$ cat src/rtl/parity_tx_pkg.sv
// Shared widths and state encoding for the parity-word serializer.
package parity_tx_pkg;

  localparam int WORD_W = 9;
  localparam int DATA_W = 8;
  localparam int IDX_W  = $clog2(DATA_W);

  typedef enum logic [2:0] {
    ST_IDLE,
    ST_START,
    ST_DATA,
    ST_PARITY,
    ST_STOP
  } tx_state_t;

endpackage

$ cat src/rtl/baud_tick_counter.sv
// Bit-period timer: Tick is high in the last clock of every bit period.
module baud_tick_counter #(
  parameter int CLKS_PER_BIT = 16
) (
  input  logic Clk,
  input  logic Rst,
  input  logic Clear,
  output logic Tick
);

  localparam int               CNT_W    = $clog2(CLKS_PER_BIT);
  localparam logic [CNT_W-1:0] CNT_LAST = CNT_W'(CLKS_PER_BIT - 1);

  logic [CNT_W-1:0] cnt;

  assign Tick = (cnt == CNT_LAST);

  always_ff @(posedge Clk or posedge Rst) begin
    if (Rst) begin
      cnt <= '0;
    end else if (Clear || Tick) begin
      cnt <= '0;
    end else begin
      cnt <= cnt + 1'b1;
    end
  end

endmodule

$ cat src/rtl/parity_serial_tx.sv
// Serializes a pre-computed {parity, data} word as start, 8 data bits LSB first,
// the supplied parity bit and STOP_BITS stop bits, with a ready/valid input.
//
// state  | meaning
// IDLE   | line high, InReady=1, waiting for a word
// START  | start bit (low) for one bit period
// DATA   | eight data bits, LSB first
// PARITY | latched bit 8 for one bit period
// STOP   | line high for STOP_BITS bit periods; Done in last cycle
module parity_serial_tx
  import parity_tx_pkg::*;
#(
  parameter int CLKS_PER_BIT = 16,
  parameter int STOP_BITS    = 1
) (
  input  logic              Clk,
  input  logic              Rst,
  input  logic [WORD_W-1:0] InParity,
  input  logic              InValid,
  output logic              InReady,
  output logic              TxOut,
  output logic              Busy,
  output logic              Done
);

  localparam logic [IDX_W-1:0] LAST_IDX  = IDX_W'(DATA_W - 1);
  localparam logic [1:0]       LAST_STOP = 2'(STOP_BITS - 1);

  tx_state_t         state, state_nxt;
  logic [WORD_W-1:0] shreg, shreg_nxt;
  logic [IDX_W-1:0]  bit_idx;
  logic [1:0]        stop_cnt;
  logic              tick;
  logic              tx_nxt;
  logic              accept;

  baud_tick_counter #(.CLKS_PER_BIT(CLKS_PER_BIT)) u_baud (
    .Clk   (Clk),
    .Rst   (Rst),
    .Clear (state == ST_IDLE),
    .Tick  (tick)
  );

  always_comb begin
    state_nxt = state;
    InReady   = 1'b0;
    Busy      = 1'b1;
    Done      = 1'b0;
    accept    = 1'b0;
    shreg_nxt = shreg;
    tx_nxt    = 1'b1;

    case (state)
      ST_IDLE: begin
        InReady = 1'b1;
        Busy    = 1'b0;
        if (InValid) begin
          accept    = 1'b1;
          state_nxt = ST_START;
        end
      end
      ST_START:  if (tick) state_nxt = ST_DATA;
      ST_DATA:   if (tick && bit_idx == LAST_IDX) state_nxt = ST_PARITY;
      ST_PARITY: if (tick) state_nxt = ST_STOP;
      ST_STOP: begin
        if (tick && stop_cnt == LAST_STOP) begin
          Done      = 1'b1;
          state_nxt = ST_IDLE;
        end
      end
      default: state_nxt = ST_IDLE;
    endcase

    if (accept) begin
      shreg_nxt = InParity;
    end else if (tick && state == ST_DATA) begin
      shreg_nxt = shreg >> 1;
    end

    // Line register follows the next state so it lines up with the FSM.
    case (state_nxt)
      ST_START:          tx_nxt = 1'b0;
      ST_DATA, ST_PARITY: tx_nxt = shreg_nxt[0];
      default:           tx_nxt = 1'b1;
    endcase
  end

  always_ff @(posedge Clk or posedge Rst) begin
    if (Rst) begin
      state    <= ST_IDLE;
      shreg    <= '0;
      bit_idx  <= '0;
      stop_cnt <= '0;
      TxOut    <= 1'b1;
    end else begin
      state <= state_nxt;
      shreg <= shreg_nxt;
      TxOut <= tx_nxt;
      if (accept) begin
        bit_idx  <= '0;
        stop_cnt <= '0;
      end else if (tick) begin
        if (state == ST_DATA) bit_idx  <= bit_idx + 1'b1;
        if (state == ST_STOP) stop_cnt <= stop_cnt + 1'b1;
      end
    end
  end

endmodule

$ cat config.mk
export PLATFORM = sky130hd
export DESIGN_NAME = parity_serial_tx
export DESIGN_NICKNAME = d
export VERILOG_FILES = /design/src/rtl/parity_tx_pkg.sv /design/src/rtl/baud_tick_counter.sv /design/src/rtl/parity_serial_tx.sv
export SDC_FILE = /design/constraint.sdc
export NUM_CORES = 1
export LEC_CHECK = 0
export BUFFER_PORTS_ARGS = -buffer_cell sky130_fd_sc_hd__buf_2
export CORE_MARGIN = 2
export CORE_UTILIZATION = 30
export CTS_CLUSTER_SIZE = 30
export DETAILED_ROUTE_END_ITERATION = 7
export HOLD_SLACK_MARGIN = 0.15
export PLACE_DENSITY = 0.53
export SYNTH_ARGS = -nofsm -noshare
export SYNTH_HDL_FRONTEND = slang
export SYNTH_SLANG_ARGS = --single-unit
$ cat constraint.sdc
create_clock -name Clk -period 2.1 [get_ports Clk]
set_clock_uncertainty 0.1 [all_clocks]
set_input_delay 0.21 -clock Clk [delete_from_list [all_inputs] [get_ports Clk]]
set_output_delay 0.21 -clock Clk [all_outputs]
set_load 0.02 [all_outputs]
==> impl_metrics.yaml, run 1 <==
setup_path:
  ff2ff_path_depth: 5
  path_delay_family: "simple AND/OR/NAND/NOR gates"
  max_stage_delay_ns: 0.39
  crit_chain: "ha_1, nand3_2, nor3_2, and3_1, buf_2"
  r2r-start: "u_baud.cnt[0]"
  required_ns: 1.79
  cp.arrival_ns: 1.64
  cp_max_fo: 5
  r2r_slack_ns: 0.16
  end_kind: "primary output"
  r2r_end: "TxOut"
  worst-path-buf-inv: 1
  cp-start-kind: "register"
  worstSetupPathType: "reg2out"
  critPathSlowestCell: "dfrtp_1"
min_path:
  hold_depth: 3
  hp-start: "InValid"
  hold_path_class: "in2reg"
  hold_end: "stop_cnt[1]"
route:
  dr.pass1.iters: 6
  drt-initial-drc-count: 47
  detail-route-antenna-nets: 0
  drc: 0
  wl_microns: 2150
  via_count: 840
  avgViaCountPerCell: 4.64
  drt-wirelength-per-cell_microns: 11.9
yosys:
  synth_top_flop_cell: "dfrtp_1"
  synth-edff-count: 0
  mappedNetlistArea_sq_um: 1090
  synth_cell_type_count: 33
  synth_warnings: 0
  synth.avg_cell_area_sq_um: 10.1
  syn_inst: 107
  synth.yosys.seq_area_share_pct: 50.8
  synth_seq_cells: 22
  async_reset_ff_share_pct: 100
  synth_nets: 123
power:
  power.leakage_nw: 0.654
  p_switching_mw: 0.146
  irDropWorstVdd_v: 0.000344
  clock_power_share_pct: 32.5
  pwr-share-seq_pct: 61.3
  power.share.combinational_pct: 6.2
  p_int_mw: 0.563
  power_density_nw_per_um2: 521
  p_sw_share_pct: 20.6
cts:
  h-tree-depth: 1
  cts_tree: "done"
  clock_latency_ns: 0.30
  root_buffer: "clkbuf_4"
  cts_sinks: 22
  clkTransAtPathRegs_ns: 0.12
  cts.path.max_buffers: 2
  numCtsBuffers: 3
timing:
  fmax_ghz: 0.512
  holdWs_ns: 0.211
  fin_setup_tns_ns: 0
  finalMaxSlewViolations: 0
  finalCritPeriodShare_pct: 93.0
  hold_viol: 0
  worst_pin_slew_ns: 0.385
  min_period_ns: 1.95
  relSlewSlack_pct: 74.3
  fin_ws_ns: 0.147
  rsz0062_at_grt: "no"
  timing.final.setup_violations: 0
floorplanning:
  start_util_pct: 31.8
  fp.dieH_microns: 64.2
  ios: 16
  dieArea_sq_um: 4120
  row_count: 21
  fp.dieW_microns: 64.2
  coreArea_sq_um: 3420
grt:
  grt_pass1_wl_microns: 3790
  globalRouteTotalUtil_pct: 11.8
  first_global_vias: 832
  antenna_found_initial: 0
  grt_max_degree: 23
  grt_overflow_total: 0
final_layout:
  stdcell_area_sq_um: 1360
  fill_cells: 340
  antenna_cells: 0
  drive_above_1_share_pct: 23.0
  design.final.nets: 152
  final_common_cell: "nand2_1"
  mostFrequentLayoutCells: "23 x nand2_1, 21 x dfrtp_1, 15 x buf_2, 10 x dlygate4sd3_1, 7 x o21ai_0"
  area_delta_synth_final_pct: 25.2
place:
  port_buffers: 15
  hpwl_microns: 1470
  pre_cts_slack_ns: 0.202
  gp_congestion: 0.684
  placed_cell_area_sq_um: 1210
flow_run:
  max_cap_viol_count: 0
outcome:
  status: "completed"
-- what timing repair did --
item | 4_1_cts | 5_1_grt
hold buffers | 10 | 0
setup endpoints to repair | 0 | 1
hold endpoints to repair | 31 | 0
buffers inserted | 0 | 1
resized for setup | 0 | 2
-- cells by family after synthesis --
kind of cell	after synthesis	synth area share, %
simple gates	44	21.0
flops	22	50.8
compound gates	20	12.1
buf+inv	10	5.30
mux	4	3.80
fa+ha+maj	4	4.61
xor+xnor	3	2.42
-- tightest hold or removal path, delay by kind of cell --
kind | cells | cell delay [ns]
buffers and inverters | 1 | 0.12
AOI/OAI and AO/OA | 2 | 0.26
-- per-layer routing --
metal  wire (microns)  track usage [%]
met5                0                0
met4               10             2.39
met3               75             3.17
met2             1060             20.3
met1             1010             14.9
-- layout make-up --
type | instances | area (sq um) | area share [%]
Sequential cell | 22 | 552 | 40.6
Tap cell | 46 | 57.6 | 4.23
Inverter | 4 | 15.0 | 1.10
Clock buffer | 4 | 36.3 | 2.67
Multi-Input combinational cell | 75 | 487 | 35.8
Timing Repair Buffer | 30 | 213 | 15.6
-- sequential cells by signal (all words and copies together) (netlist names) --
register	count
TxOut	1
state	3
shreg	9
stop_cnt	2
bit_idx	3
u_baud.cnt	4
-- worst max path at each step --
stage	start	end	slack, ns	cells past startpoint
2_1_floorplan	u_baud.cnt[0]	TxOut	0.25	6
3_3_place_gp	u_baud.cnt[0]	TxOut	0.24	5
3_5_place_dp	u_baud.cnt[0]	TxOut	0.20	5
4_1_cts	u_baud.cnt[0]	Done	0.02	5
5_1_grt	u_baud.cnt[0]	Done	0.003	5
6_report	u_baud.cnt[0]	Done	0.15	5
-- synth_stat cells (2+ instances only) --
| cell type | count | area (sq um) |
|---|---|---|
| dfrtp_1 | 21 | 526 |
| xor2_1 | 2 | 17.5 |
| ha_1 | 4 | 50.1 |
| and3_1 | 3 | 18.8 |
| clkbuf_1 | 2 | 7.51 |
| a21oi_1 | 2 | 10.0 |
| a22oi_1 | 5 | 37.5 |
| nor2_1 | 5 | 18.8 |
| mux2i_1 | 3 | 30.0 |
| buf_6 | 2 | 22.5 |
| o21ai_0 | 7 | 35.0 |
| inv_1 | 4 | 15.0 |
| a22o_1 | 2 | 17.5 |
| nand2_1 | 23 | 86.3 |
| nand3_1 | 4 | 20.0 |
-- metrics by stage --
step / cells / util (%) / power (mW)
2_1_floorplan: 107 / - / 0.456
3_5_place_dp: 166 / 35.3 / 0.474
3_3_place_gp: 166 / 35.3 / 0.473
4_1_cts: 180 / 39.3 / 0.724
5_1_grt: 181 / 39.8 / 0.748
6_report: 181 / 39.8 / 0.709
-- power groups by stage --
stage / Clock, mW / Combinational (mW) / Sequential, mW
floorplan: 0 / 0.0129 / 0.443
global route: 0.263 / 0.0497 / 0.436
CTS: 0.244 / 0.0453 / 0.435
global placement: 0 / 0.0303 / 0.443
detailed placement: 0 / 0.0312 / 0.443
finish: 0.230 / 0.0441 / 0.435
Power figures use the tool's default switching activity.
==> run 2, diff against run 1 <==
--- a/config.mk
+++ b/config.mk
@@ -14,4 +14,5 @@
 export PLACE_DENSITY = 0.53
 export SYNTH_ARGS = -nofsm -noshare
 export SYNTH_HDL_FRONTEND = slang
+export SYNTH_HIERARCHICAL = 1
 export SYNTH_SLANG_ARGS = --single-unit
==> run 2 against run 1 <==
Against the previous run:
- utilization hardly changed
- non-clock buffer count is 1 higher
- synthesized area is 0.23% lower
- global-route usage is 0.63 points lower
- worst setup slack worse by 0.034 ns
- via count is 3.1% lower
- final cell count is 5.0% lower
- register-to-register slack better by 0.03 ns
- critical endpoint unchanged
- largest power group unchanged
==> impl_metrics.yaml, run 2 <==
outcome:
  status: "completed"
final_layout:
  mostFrequentLayoutCells: "21 x dfrtp_1, 15 x buf_2, 10 x dlygate4sd3_1, 8 x inv_1"
  largest_reg_flops: 9
  drive_above_1_share_pct: 27.0
  design.final.nets: 143
  stdcell_area_sq_um: 1360
  regMostFlops: "shreg"
  final_cells: 172
  fill_cells: 347
  area_delta_synth_final_pct: 25.4
  top_regs: "shreg x9, u_baud/cnt x4"
  final_common_cell: "dfrtp_1"
  antenna_cells: 0
timing:
  fin_setup_tns_ns: 0
  rsz0062_at_grt: "no"
  relSlewSlack_pct: 52.5
  worst_pin_slew_ns: 0.712
  min_period_ns: 1.99
  fmax_ghz: 0.503
  finalCritPeriodShare_pct: 94.6
  holdWs_ns: 0.226
  hold_viol: 0
  finalMaxSlewViolations: 0
  timing.final.setup_violations: 0
grt:
  antenna_found_initial: 0
  globalRouteTotalUtil_pct: 11.2
  grt_max_degree: 19
  first_global_vias: 850
  grt_pass1_wl_microns: 3680
  grt_overflow_total: 0
setup_path:
  max_stage_delay_ns: 0.38
  worstSetupEndpoint: "Done"
  worst-path-buf-inv: 1
  worstSetupPathType: "reg2out"
  critPathSlowestCell: "dfrtp_1"
  r2r-start: "u_baud/cnt[0]"
  ff2ff_path_depth: 6
  cp_max_fo: 7
  crit_chain: "ha_2, and3_4, and4bb_2, and2_1, buf_2"
  path_delay_family: "simple AND/OR/NAND/NOR gates"
  cp-start-kind: "register"
  end_kind: "primary output"
  required_ns: 1.79
  crit_start: "u_baud/cnt[0]"
  r2r_end: "shreg[1]"
  cp.arrival_ns: 1.68
  crit_cells: 5
  r2r_slack_ns: 0.19
power:
  power_density_nw_per_um2: 1110
  clock_power_share_pct: 15.4
  p_int_mw: 0.983
  power.total_mw: 1.50
  p_sw_share_pct: 34.6
  power.leakage_nw: 0.650
  power.share.combinational_pct: 35.0
  p_switching_mw: 0.521
  irDropWorstVdd_v: 0.000392
  pwr-share-seq_pct: 49.6
cts:
  root_buffer: "clkbuf_4"
  clock_latency_ns: 0.30
  cts_tree: "done"
  h-tree-depth: 1
  numCtsBuffers: 3
  clkTransAtPathRegs_ns: 0.12
  cts.path.max_buffers: 2
  cts_sinks: 22
yosys:
  synth_cell_type_count: 39
  yosys-top-cells-area: "dfrtp_1 48%, ha_1 4.6%, a22oi_1 3.5%, inv_1 2.8%, dfstp_2 2.4%"
  async_reset_ff_share_pct: 100
  synth_commonest_cells: "21 x dfrtp_1, 8 x inv_1, 6 x nor2_1"
  synth-edff-count: 0
  synth.yosys.seq_area_share_pct: 50.9
  synth_seq_cells: 22
  synth_warnings: 6
  synth_nets: 113
  synth_top_flop_cell: "dfrtp_1"
  syn_inst: 97
  post-synth-top-count-cell: "dfrtp_1"
  yosysTopAreaCell: "dfrtp_1"
  synth.avg_cell_area_sq_um: 11.2
  yosys.area.top_type_share_pct: 48.5
  mappedNetlistArea_sq_um: 1080
route:
  drt-initial-drc-count: 26
  dr.pass1.iters: 4
  wl_microns: 2060
  detail-route-antenna-nets: 0
  drt-wirelength-per-cell_microns: 12.0
  drc: 0
  via_count: 814
  avgViaCountPerCell: 4.73
min_path:
  hold_path_class: "in2async"
floorplanning:
  fp.dieW_microns: 64.1
  start_util_pct: 31.7
  ios: 16
  coreArea_sq_um: 3420
  dieArea_sq_um: 4110
  fp.dieH_microns: 64.1
  row_count: 21
flow_run:
  max_cap_viol_count: 0
place:
  gp_congestion: 0.709
  place_inst: 153
  placed_cell_area_sq_um: 1180
  port_buffers: 15
run 2: worst register-to-register path, stage by stage, from the launching register on:
cell,delay (ns)
dfrtp_1,0.38
ha_2,0.21
and3_4,0.22
buf_4,0.12
and4bb_2,0.37
nor2_2,0.11
a221o_1,0.30
run 2: final cells by class:
class | count | area, sq um | share of cell area, %
flip-flops and latches | 22 | 552 | 40.6
multi-input cells | 61 | 463 | 34.1
repair buffers | 31 | 220 | 16.2
well taps | 46 | 57.6 | 4.24
clock buffers | 4 | 36.3 | 2.67
inverters | 8 | 30.0 | 2.21
run 2: per-layer routing:
| layer | global-route usage [%] | up-vias | share of wire [%] |
|---|---|---|---|
| li1 | - | 411 | - |
| met1 | 13.5 | 384 | 45 |
| met2 | 20.1 | 17 | 50 |
| met3 | 3.35 | 2 | 4.2 |
| met4 | 1.60 | 0 | 0.48 |
| met5 | 0 | - | 0 |
run 2: metrics by stage:
stage               worst slack (ns)  util (%)
floorplan                      0.316         -
global placement               0.266      34.6
detailed placement             0.189      34.6
CTS                           0.0158      38.8
global route                  0.0186      39.8
finish                         0.113      39.8
run 2: how the worst min path moves through the flow:
| stage | from | end | slack (ns) |
|---|---|---|---|
| after floorplan | Rst | u_baud/cnt[0] | -0.12 |
| after global placement | Rst | u_baud/cnt[2] | 0.01 |
| after detailed placement | Rst | u_baud/cnt[2] | 0.01 |
| after CTS | Rst | u_baud/cnt[2] | 0.22 |
| after global routing | Rst | u_baud/cnt[2] | 0.22 |
| final | Rst | u_baud/cnt[2] | 0.23 |
run 2: repair_timing:
action / 4_1_cts / 5_1_grt
hold buffers: 10 / 0
buffers inserted: 1 / 4
hold endpoints to repair: 30 / 0
pin swaps: 0 / 1
gates resized for setup: 0 / 1
setup endpoints to repair: 1 / 1
run 2: kinds of logic after synthesis:
kind of cell    after synthesis  synth area share [%]
buf+inv                      14                  6.58
flops                        22                  50.9
simple gates                 30                  18.5
fa+ha+maj                     4                  4.62
xor+xnor                      2                  1.62
mux                           2                  1.85
compound gates               23                  15.9
run 2: power groups by stage:
stage / Clock, mW / Combinational, mW / Sequential [mW]
2_1_floorplan: 0 / 0.414 / 0.701
3_3_place_gp: 0 / 0.452 / 0.754
3_5_place_dp: 0 / 0.469 / 0.761
4_1_cts: 0.247 / 0.503 / 0.746
5_1_grt: 0.266 / 0.601 / 0.775
6_report: 0.231 / 0.527 / 0.746
